`src/rtl/hyperbus_rst_seq.sv`:
```
// Per-PHY HyperBus reset/power-up sequencer with a small register interface.
// Each PHY runs ASSERT -> WAIT -> READY on its own down-counter and can be re-triggered over CTRL.
module hyperbus_rst_seq #(
    parameter int unsigned NumPhys        = 2,
    parameter int unsigned RegAddrWidth   = 32,
    parameter int unsigned RegDataWidth   = 32,
    parameter int unsigned RstPulseCycles = 200,
    parameter int unsigned StartupCycles  = 60000
) (
    input  logic                    clk_i,
    input  logic                    rst_i,
    input  logic [RegAddrWidth-1:0] reg_addr_i,
    input  logic                    reg_write_i,
    input  logic [RegDataWidth-1:0] reg_wdata_i,
    input  logic [3:0]              reg_wstrb_i,
    input  logic                    reg_valid_i,
    output logic [RegDataWidth-1:0] reg_rdata_o,
    output logic                    reg_ready_o,
    output logic                    reg_error_o,
    output logic [NumPhys-1:0]      hyper_reset_no,
    output logic [NumPhys-1:0]      phy_ready_o
);

    localparam int unsigned RstLoadInit = (RstPulseCycles == 0) ? 0 : RstPulseCycles - 1;

    typedef enum logic [1:0] {
        ST_ASSERT = 2'd0,
        ST_WAIT   = 2'd1,
        ST_READY  = 2'd2
    } state_e;

    logic [31:0]        rst_cycles_q, rst_cycles_d;
    logic [31:0]        startup_cycles_q, startup_cycles_d;
    logic [31:0]        rst_load, startup_load;
    logic [31:0]        wdata;
    logic [31:0]        status;
    logic [31:0]        rdata;
    logic [1:0]         sel;
    logic               addr_err;
    logic               wr_en;
    logic               ctrl_wr;
    logic [NumPhys-1:0] trig;
    logic [NumPhys-1:0] rst_n_q;
    logic [NumPhys-1:0] ready_q;

    function automatic logic [31:0] merge_bytes(input logic [31:0] old_v,
                                                input logic [31:0] new_v,
                                                input logic [3:0]  strb);
        logic [31:0] r;
        r = old_v;
        for (int b = 0; b < 4; b++) begin
            if (strb[b]) r[8*b +: 8] = new_v[8*b +: 8];
        end
        return r;
    endfunction

    // Address decode: anything past STARTUP_CYCLES or not word aligned is rejected.
    assign wdata    = 32'(reg_wdata_i);
    assign sel      = reg_addr_i[3:2];
    assign addr_err = (reg_addr_i > RegAddrWidth'(32'hC)) || (reg_addr_i[1:0] != 2'b00);
    assign wr_en    = reg_valid_i && reg_write_i && !addr_err;
    assign ctrl_wr  = wr_en && (sel == 2'd0);

    assign rst_load     = (rst_cycles_q == 32'd0) ? 32'd0 : rst_cycles_q - 32'd1;
    assign startup_load = (startup_cycles_q == 32'd0) ? 32'd0 : startup_cycles_q - 32'd1;

    always_comb begin
        rst_cycles_d     = rst_cycles_q;
        startup_cycles_d = startup_cycles_q;
        if (wr_en && (sel == 2'd2)) rst_cycles_d = merge_bytes(rst_cycles_q, wdata, reg_wstrb_i);
        if (wr_en && (sel == 2'd3)) startup_cycles_d = merge_bytes(startup_cycles_q, wdata, reg_wstrb_i);
    end

    always_ff @(posedge clk_i or posedge rst_i) begin
        if (rst_i) begin
            rst_cycles_q     <= 32'(RstPulseCycles);
            startup_cycles_q <= 32'(StartupCycles);
        end else begin
            rst_cycles_q     <= rst_cycles_d;
            startup_cycles_q <= startup_cycles_d;
        end
    end

    always_comb begin
        status                 = '0;
        status[NumPhys-1:0]    = ready_q;
        status[16 +: NumPhys]  = ~rst_n_q;
    end

    always_comb begin
        rdata = '0;
        if (reg_valid_i && !reg_write_i && !addr_err) begin
            case (sel)
                2'd1:    rdata = status;
                2'd2:    rdata = rst_cycles_q;
                2'd3:    rdata = startup_cycles_q;
                default: rdata = '0;
            endcase
        end
    end

    assign reg_rdata_o    = RegDataWidth'(rdata);
    assign reg_ready_o    = reg_valid_i;
    assign reg_error_o    = reg_valid_i && addr_err;
    assign hyper_reset_no = rst_n_q;
    assign phy_ready_o    = ready_q;

    for (genvar g = 0; g < NumPhys; g++) begin : g_phy
        state_e      state_q, state_d;
        logic [31:0] cnt_q, cnt_d;

        assign trig[g] = ctrl_wr && wdata[g] && reg_wstrb_i[g/8];

        // Trigger wins over any counter-driven transition.
        always_comb begin
            state_d = state_q;
            cnt_d   = cnt_q;
            if (trig[g]) begin
                state_d = ST_ASSERT;
                cnt_d   = rst_load;
            end else begin
                case (state_q)
                    ST_ASSERT: begin
                        if (cnt_q == 32'd0) begin
                            state_d = ST_WAIT;
                            cnt_d   = startup_load;
                        end else begin
                            cnt_d = cnt_q - 32'd1;
                        end
                    end
                    ST_WAIT: begin
                        if (cnt_q == 32'd0) state_d = ST_READY;
                        else                cnt_d   = cnt_q - 32'd1;
                    end
                    ST_READY: ;
                    default: begin
                        state_d = ST_ASSERT;
                        cnt_d   = rst_load;
                    end
                endcase
            end
        end

        // Pad and ready flops follow the next state so they change on the same edge.
        always_ff @(posedge clk_i or posedge rst_i) begin
            if (rst_i) begin
                state_q    <= ST_ASSERT;
                cnt_q      <= 32'(RstLoadInit);
                rst_n_q[g] <= 1'b0;
                ready_q[g] <= 1'b0;
            end else begin
                state_q    <= state_d;
                cnt_q      <= cnt_d;
                rst_n_q[g] <= (state_d != ST_ASSERT);
                ready_q[g] <= (state_d == ST_READY);
            end
        end
    end

endmodule

```
`config.mk`:
```
export PLATFORM = sky130hd
export DESIGN_NAME = hyperbus_rst_seq
export DESIGN_NICKNAME = d
export VERILOG_FILES = /design/src/rtl/hyperbus_rst_seq.sv
export SDC_FILE = /design/constraint.sdc
export NUM_CORES = 1
export LEC_CHECK = 0
export BUFFER_PORTS_ARGS = -buffer_cell sky130_fd_sc_hd__buf_2
export CAP_MARGIN = 20
export CORE_ASPECT_RATIO = 0.8
export CORE_MARGIN = 2
export CORE_UTILIZATION = 60
export CTS_BUF_LIST = sky130_fd_sc_hd__clkbuf_4 sky130_fd_sc_hd__clkbuf_8
export CTS_CLUSTER_DIAMETER = 40
export CTS_CLUSTER_SIZE = 25
export DETAILED_ROUTE_END_ITERATION = 8
export GPL_ROUTABILITY_DRIVEN = 1
export GPL_TIMING_DRIVEN = 0
export PLACE_DENSITY = 0.82
export SLEW_MARGIN = 5
export SYNTH_ARGS = -nofsm -noshare
export SYNTH_HDL_FRONTEND = slang
export SYNTH_SLANG_ARGS = --single-unit
```
`constraint.sdc`:
```
create_clock -name clk_i -period 6.45 [get_ports clk_i]
set_clock_uncertainty 0.05 [all_clocks]
set_input_delay 0.645 -clock clk_i [delete_from_list [all_inputs] [get_ports clk_i]]
set_output_delay 0.645 -clock clk_i [all_outputs]
set_load 0.02 [all_outputs]
```
### Word-level counts from Yosys, hierarchy flattened

Index checks and enable logic that the tools add are counted.

| operators by class | value |
|---|---|
| bitwise operators | 1 |
| muxes and demuxes | 20 |
| reduce and logical (&&, ||, !) cells | 35 |
| order comparisons | 1 |
| equal/unequal tests | 13 |
| add/subtract/negate cells | 4 |

Operator list:

| cell | number |
|---|---|
| $mux 32 | 9 |
| $pmux 32 s3 | 3 |
| $logic_not 32->1 | 4 |
| $sub 32x1->32 const B | 4 |
| $gt 32x4->1 const B | 1 |
| $reduce_and 2->1 | 10 |
| $eq 2x2->1 const B | 6 |
| $logic_and 1x1->1 | 12 |
| $mux 2 | 6 |
| $pmux 2 s3 | 2 |
| $eq 2x1->1 const B | 3 |
| $logic_not 2->1 | 3 |
| $ne 3x3->1 const B | 2 |
| $reduce_bool 2->1 | 3 |
| $ne 2x2->1 const B | 2 |
| $logic_not 1->1 | 2 |
| $not 2->2 | 1 |
| $logic_or 1x1->1 | 1 |

| storage, ports and cells | value |
|---|---|
| bits in registers | 136 |
| input port bits | 72 |
| word-level logic and storage cells | 90 |

### Longest topological paths before layout

| logic depth | value |
|---|---|
| depth after elaboration | 9 |
| gate-level depth with buffers | 12 |

### Least setup slack after synthesis

No wires, ideal clock.

| timing path | value |
|---|---|
| kind | flip-flop to flip-flop |
| start | reg g_phy[0].cnt_q[10] |
| end | reg g_phy[0].cnt_q[5] |
| cell stages (with the launch flop) | 11 |
| path slack | 3.398 ns |
| arrival | 2.878 ns |
| period minus slack after synthesis | 3.052 ns |
| buffers on the path | 3 |
| path through | dfrtp_1 or4_4 or3_1 buf_2 or4_4 buf_6 o31ai_4 buf_6 o22ai_2 a221oi_2 nor2_1 |

| between the ends | value |
|---|---|
| longest elaborated chain between the ends | 4 |
| elaborated cells on any way between the ends | 6 |

Ends and longest elaborated chain:

| item | RTL line | text |
|---|---|---|
| from (decl) | 110 | `logic [31:0] cnt_q, cnt_d;` |
| from (signal assigned) | 148 | `cnt_q <= 32'(RstLoadInit);` |
| from (signal assigned) | 153 | `cnt_q <= cnt_d;` |
| $logic_not 32->1 (*) | 124, 132 |  |
| $mux 32 | 124 | `if (cnt_q == 32'd0) begin` |
| $pmux 32 s3 | 122 | `case (state_q)` |
| $mux 32 | 118 | `if (trig[g]) begin` |

Every way passes the cells marked *; elsewhere a longest branch is shown, timed or not.
A chain may end at the register's enable or synchronous reset.

### Worst setup path in the final report

| timing path | value |
|---|---|
| start | reg rst_cycles_q[0] |
| end | reg g_phy[1].cnt_q[31] |

| between the ends | value |
|---|---|
| longest elaborated chain between the ends | 4 |
| elaborated cells on any way between the ends | 5 |

Ends and longest elaborated chain:

| item | RTL line | text |
|---|---|---|
| from (decl) | 32 | `logic [31:0] rst_cycles_q, rst_cycles_d;` |
| from (signal assigned) | 76 | `rst_cycles_q <= 32'(RstPulseCycles);` |
| from (signal assigned) | 79 | `rst_cycles_q <= rst_cycles_d;` |
| $sub 32x1->32 / $logic_not 32->1 (equally long branches) | 64 | `assign rst_load = (rst_cycles_q == 32'd0) ? 32'd0 : rst_cycles_q - 32'd1;` |
| $mux 32 (*) | 64 |  |
| $pmux 32 s3 | 122 |  |
| $mux 32 (*) | 118 |  |
| to (signal assigned) | 148 |  |
| to (signal assigned) | 153 |  |
| to (decl) | 110 |  |

Marked as above.

==> qor.csv <==
metric,value,unit
number of endpoints failing setup at the final stage,0,
Util after Layout,0.688,
CTS-repair resized insts,0,
cts bufs inserted,17,
cells taking the most area after synthesis,"sky130_fd_sc_hd__dfrtp_1 (30%), sky130_fd_sc_hd__mux2_2 (7.4%), sky130_fd_sc_hd__xnor2_1 (6.4%), sky130_fd_sc_hd__dfstp_2 (5.5%), sky130_fd_sc_hd__nor2_1 (5.3%)",
layout overhead on the synthesized area,13.0,%
reported leakage power,4.93,nW
synthesized netlist net count,1188,
TritonCTS clock tree,built,
Tot GR Track Use,0.415,
Die Y-Extent,117,um
critical path required time,6.74,ns
cell area after technology mapping,9520,sq um
most common library cell in the layout ignoring fill and taps,sky130_fd_sc_hd__nor2_1,
status,"finished, final reports clean",
area of the multi-input gates,5720,sq um
DRC errors left,0,
largest fanout on the critical path,10,
total half-perimeter wirelength after legalization and detailed placement,25700,um
arrival time of data at the critical path endpoint,4.75,ns
Netlist cell types,66,
leftover overflow at the end of global routing,0,
die area,16900,sq um
share of the clock period used by the worst path after layout,0.691,
count of flip-flops with a built-in enable after synthesis,0,
Final ANT Viol Nets,0,
number of clock sinks seen by CTS,136,
sequential cell area,3430,sq um
Max-Slew Margin vs Limit,0.342,
maximum root-to-sink buffer count,2,
final hold viol count,0,
maximum frequency from static timing analysis,224,MHz
worst vdd rail ir drop,0.000203,V
"number of placed instances, taps included",1436,
synthesized area per cell,8.57,sq um
worst stage delay on the critical path,0.85,ns
"commonest non-fill, non-tap cells in the layout","sky130_fd_sc_hd__nor2_1 (134), sky130_fd_sc_hd__dfrtp_1 (116), sky130_fd_sc_hd__buf_2 (114)",
Iteration-0 DRC Markers,1574,
Sequential Power Share,0.421,
ports placed on the boundary,110,
overall die width,145,um
PD cells,193,nW/um^2
final cell count without fillers,1469,
number of fill cells in the layout,1314,
Min-Delay Path Class,input port to asynchronous set/reset pin,
maximum number of pins on one net before global-route repair,83,
CTS H-Tree Depth,4,
register bit count reported by yosys,136,
cell type group with the largest total delay on the critical path,simple AND/OR/NAND/NOR gates,
number of port buffers,107,
kind of critical path,flip-flop to flip-flop,
initial antenna violation count,1,
top flip-flop cell by instance count after synthesis,sky130_fd_sc_hd__dfrtp_1,
Critical Path Source Type,flip-flop,
number of nets in the final layout,1317,
"Reg clk slew, reported paths",0.09,ns
Post-Syn Instances,1111,
yosys warns,0,
maximum capacitance violations,0,
Sw Ratio,0.364,
type of element capturing the critical path,flip-flop,
Hold Slack,0.172,ns
Post-CTS Repair Setup Buffers,0,
overall routed net length,34000,um
placer congestion estimate,1.06,
cell accounting for the most synthesized area,sky130_fd_sc_hd__dfrtp_1,
Vias per Instance,6.75,
Final TNS setup,0,ns
"Buf+Inv Stages, Crit Path",3,
max-slew violation count,0,
post-DR wirelength/cell,23.2,um
first drt pass iteration count,7,
area fraction of the dominant cell type after synthesis,0.305,
relative contribution of combinational cells to total power,0.242,
clock root buffer,sky130_fd_sc_hd__clkbuf_8,
slew at the pin closest to its max-slew limit,0.980,ns
via count of the first global-routing pass,8921,
fraction of the yosys area taken by sequential cells,0.360,
row count,41,
unrepaired setup endpoints after global routing,no,
Worst-Skew Late Latency,0.47,ns
final critical delay including setup and external delays,4.46,ns
fraction of final layout cells sized beyond drive strength 1,0.204,
master of the slowest instance on the critical path,sky130_fd_sc_hd__nor3b_2,
cts hold-fix bufs,0,
Initial Utilization,0.609,
core area,15600,sq um
portion of total power attributed to the clock network,0.338,
"critical path, cell by cell",inv_1 -> ha_1 -> nor4b_1 -> clkdlybuf4s18_2 -> nand3_1 -> nor3b_2 -> clkbuf_1 -> a21oi_1 -> a221oi_1 -> nor2_1,
wire length of the first global-routing pass,51800,um
via count,9919,
Synth async-reset ratio,1.00,
Switch Pwr,0.756,mW
Internal Dissipation,1.32,mW
synthesized netlist by cell type, types with 29 or more instances:
master,instances
sky130_fd_sc_hd__a21oi_1,68
sky130_fd_sc_hd__clkbuf_1,61
sky130_fd_sc_hd__dfrtp_1,116
sky130_fd_sc_hd__mux2_2,63
sky130_fd_sc_hd__mux2i_1,35
sky130_fd_sc_hd__nand2_1,56
sky130_fd_sc_hd__nor2_1,134
sky130_fd_sc_hd__nor3_1,71
sky130_fd_sc_hd__nor4_1,55
sky130_fd_sc_hd__o21ai_0,44
sky130_fd_sc_hd__o22ai_1,29
sky130_fd_sc_hd__or3_1,29
sky130_fd_sc_hd__xnor2_1,70
power by group through the flow:
stage / clock [mW] / sequential (mW) / combinational [mW]
CTS: 0.699 / 0.872 / 0.478
global placement: 0 / 0.889 / 0.466
global route: 0.737 / 0.874 / 0.538
detailed placement: 0 / 0.888 / 0.476
floorplan: 0 / 0.886 / 0.317
finish: 0.701 / 0.873 / 0.502
worst register-to-register path: cells and delay by family (launching register included):
family | cells | cell delay (ns)
buf+inv | 3 | 1.09
flops | 1 | 0.48
compound gates | 2 | 0.82
fa+ha+maj | 1 | 0.22
simple gates | 4 | 1.68
registers in the layout (all words and copies together), names as in the netlist:
name and flops:
rst_cycles_q 32, phy_ready_o 2, hyper_reset_no 2, startup_cycles_q 32, g_phy.cnt_q 64, g_phy.state_q 4
through the flow:
stage / cell area (sq um) / power, mW / worst slack [ns]
after floorplan: 9520 / 1.20 / 2.15
after global placement: 10300 / 1.35 / 0.495
after detailed placement: 10400 / 1.36 / 2.35
after CTS: 10800 / 2.05 / 2.27
after global routing: 10800 / 2.15 / 1.90
final: 10800 / 2.08 / 1.99
worst paths after layout:
kind | endpoint | startpoint | slack [ns] | depth (start not counted)
min in group clk_i | startup_cycles_q[19] | reg_wdata_i[19] | 0.36 | 2
hold / removal | startup_cycles_q[3] | rst_i | 0.17 | 2
setup reg to reg | g_phy[1].cnt_q[31] | rst_cycles_q[0] | 1.99 | 10
hold reg to reg | g_phy[1].cnt_q[11] | g_phy[1].cnt_q[11] | 0.46 | 2
max in group asynchronous | g_phy[0].cnt_q[20] | rst_i | 5.36 | 3
setup / recovery | g_phy[1].cnt_q[31] | rst_cycles_q[0] | 1.99 | 10
per-layer routing:
layer	share of wire	track usage	routed length [um]
met5	0	0	0
met4	0.052	0.189	1770
met3	0.14	0.109	4720
met2	0.41	0.585	13800
met1	0.40	0.597	13700
area by class of cell:
class / count / share of cell area
flip-flops and latches: 136 / 0.318
clock inverters: 14 / 0.0123
repair buffers: 110 / 0.0537
clock buffers: 18 / 0.0230
diodes: 1 / 0.000232
plain buffers: 71 / 0.0272
inverters: 24 / 0.00883
multi-input cells: 880 / 0.531
well taps: 215 / 0.0250
kinds of logic after synthesis:
group / synth area share
AOI/OAI and AO/OA: 0.150
xor gates and xnor gates: 0.0855
adders and majority gates: 0.00657
buffers and inverters: 0.0402
DFF: 0.360
muxes: 0.111
and+or+nand+nor: 0.246
Power figures use the tool's default switching activity.
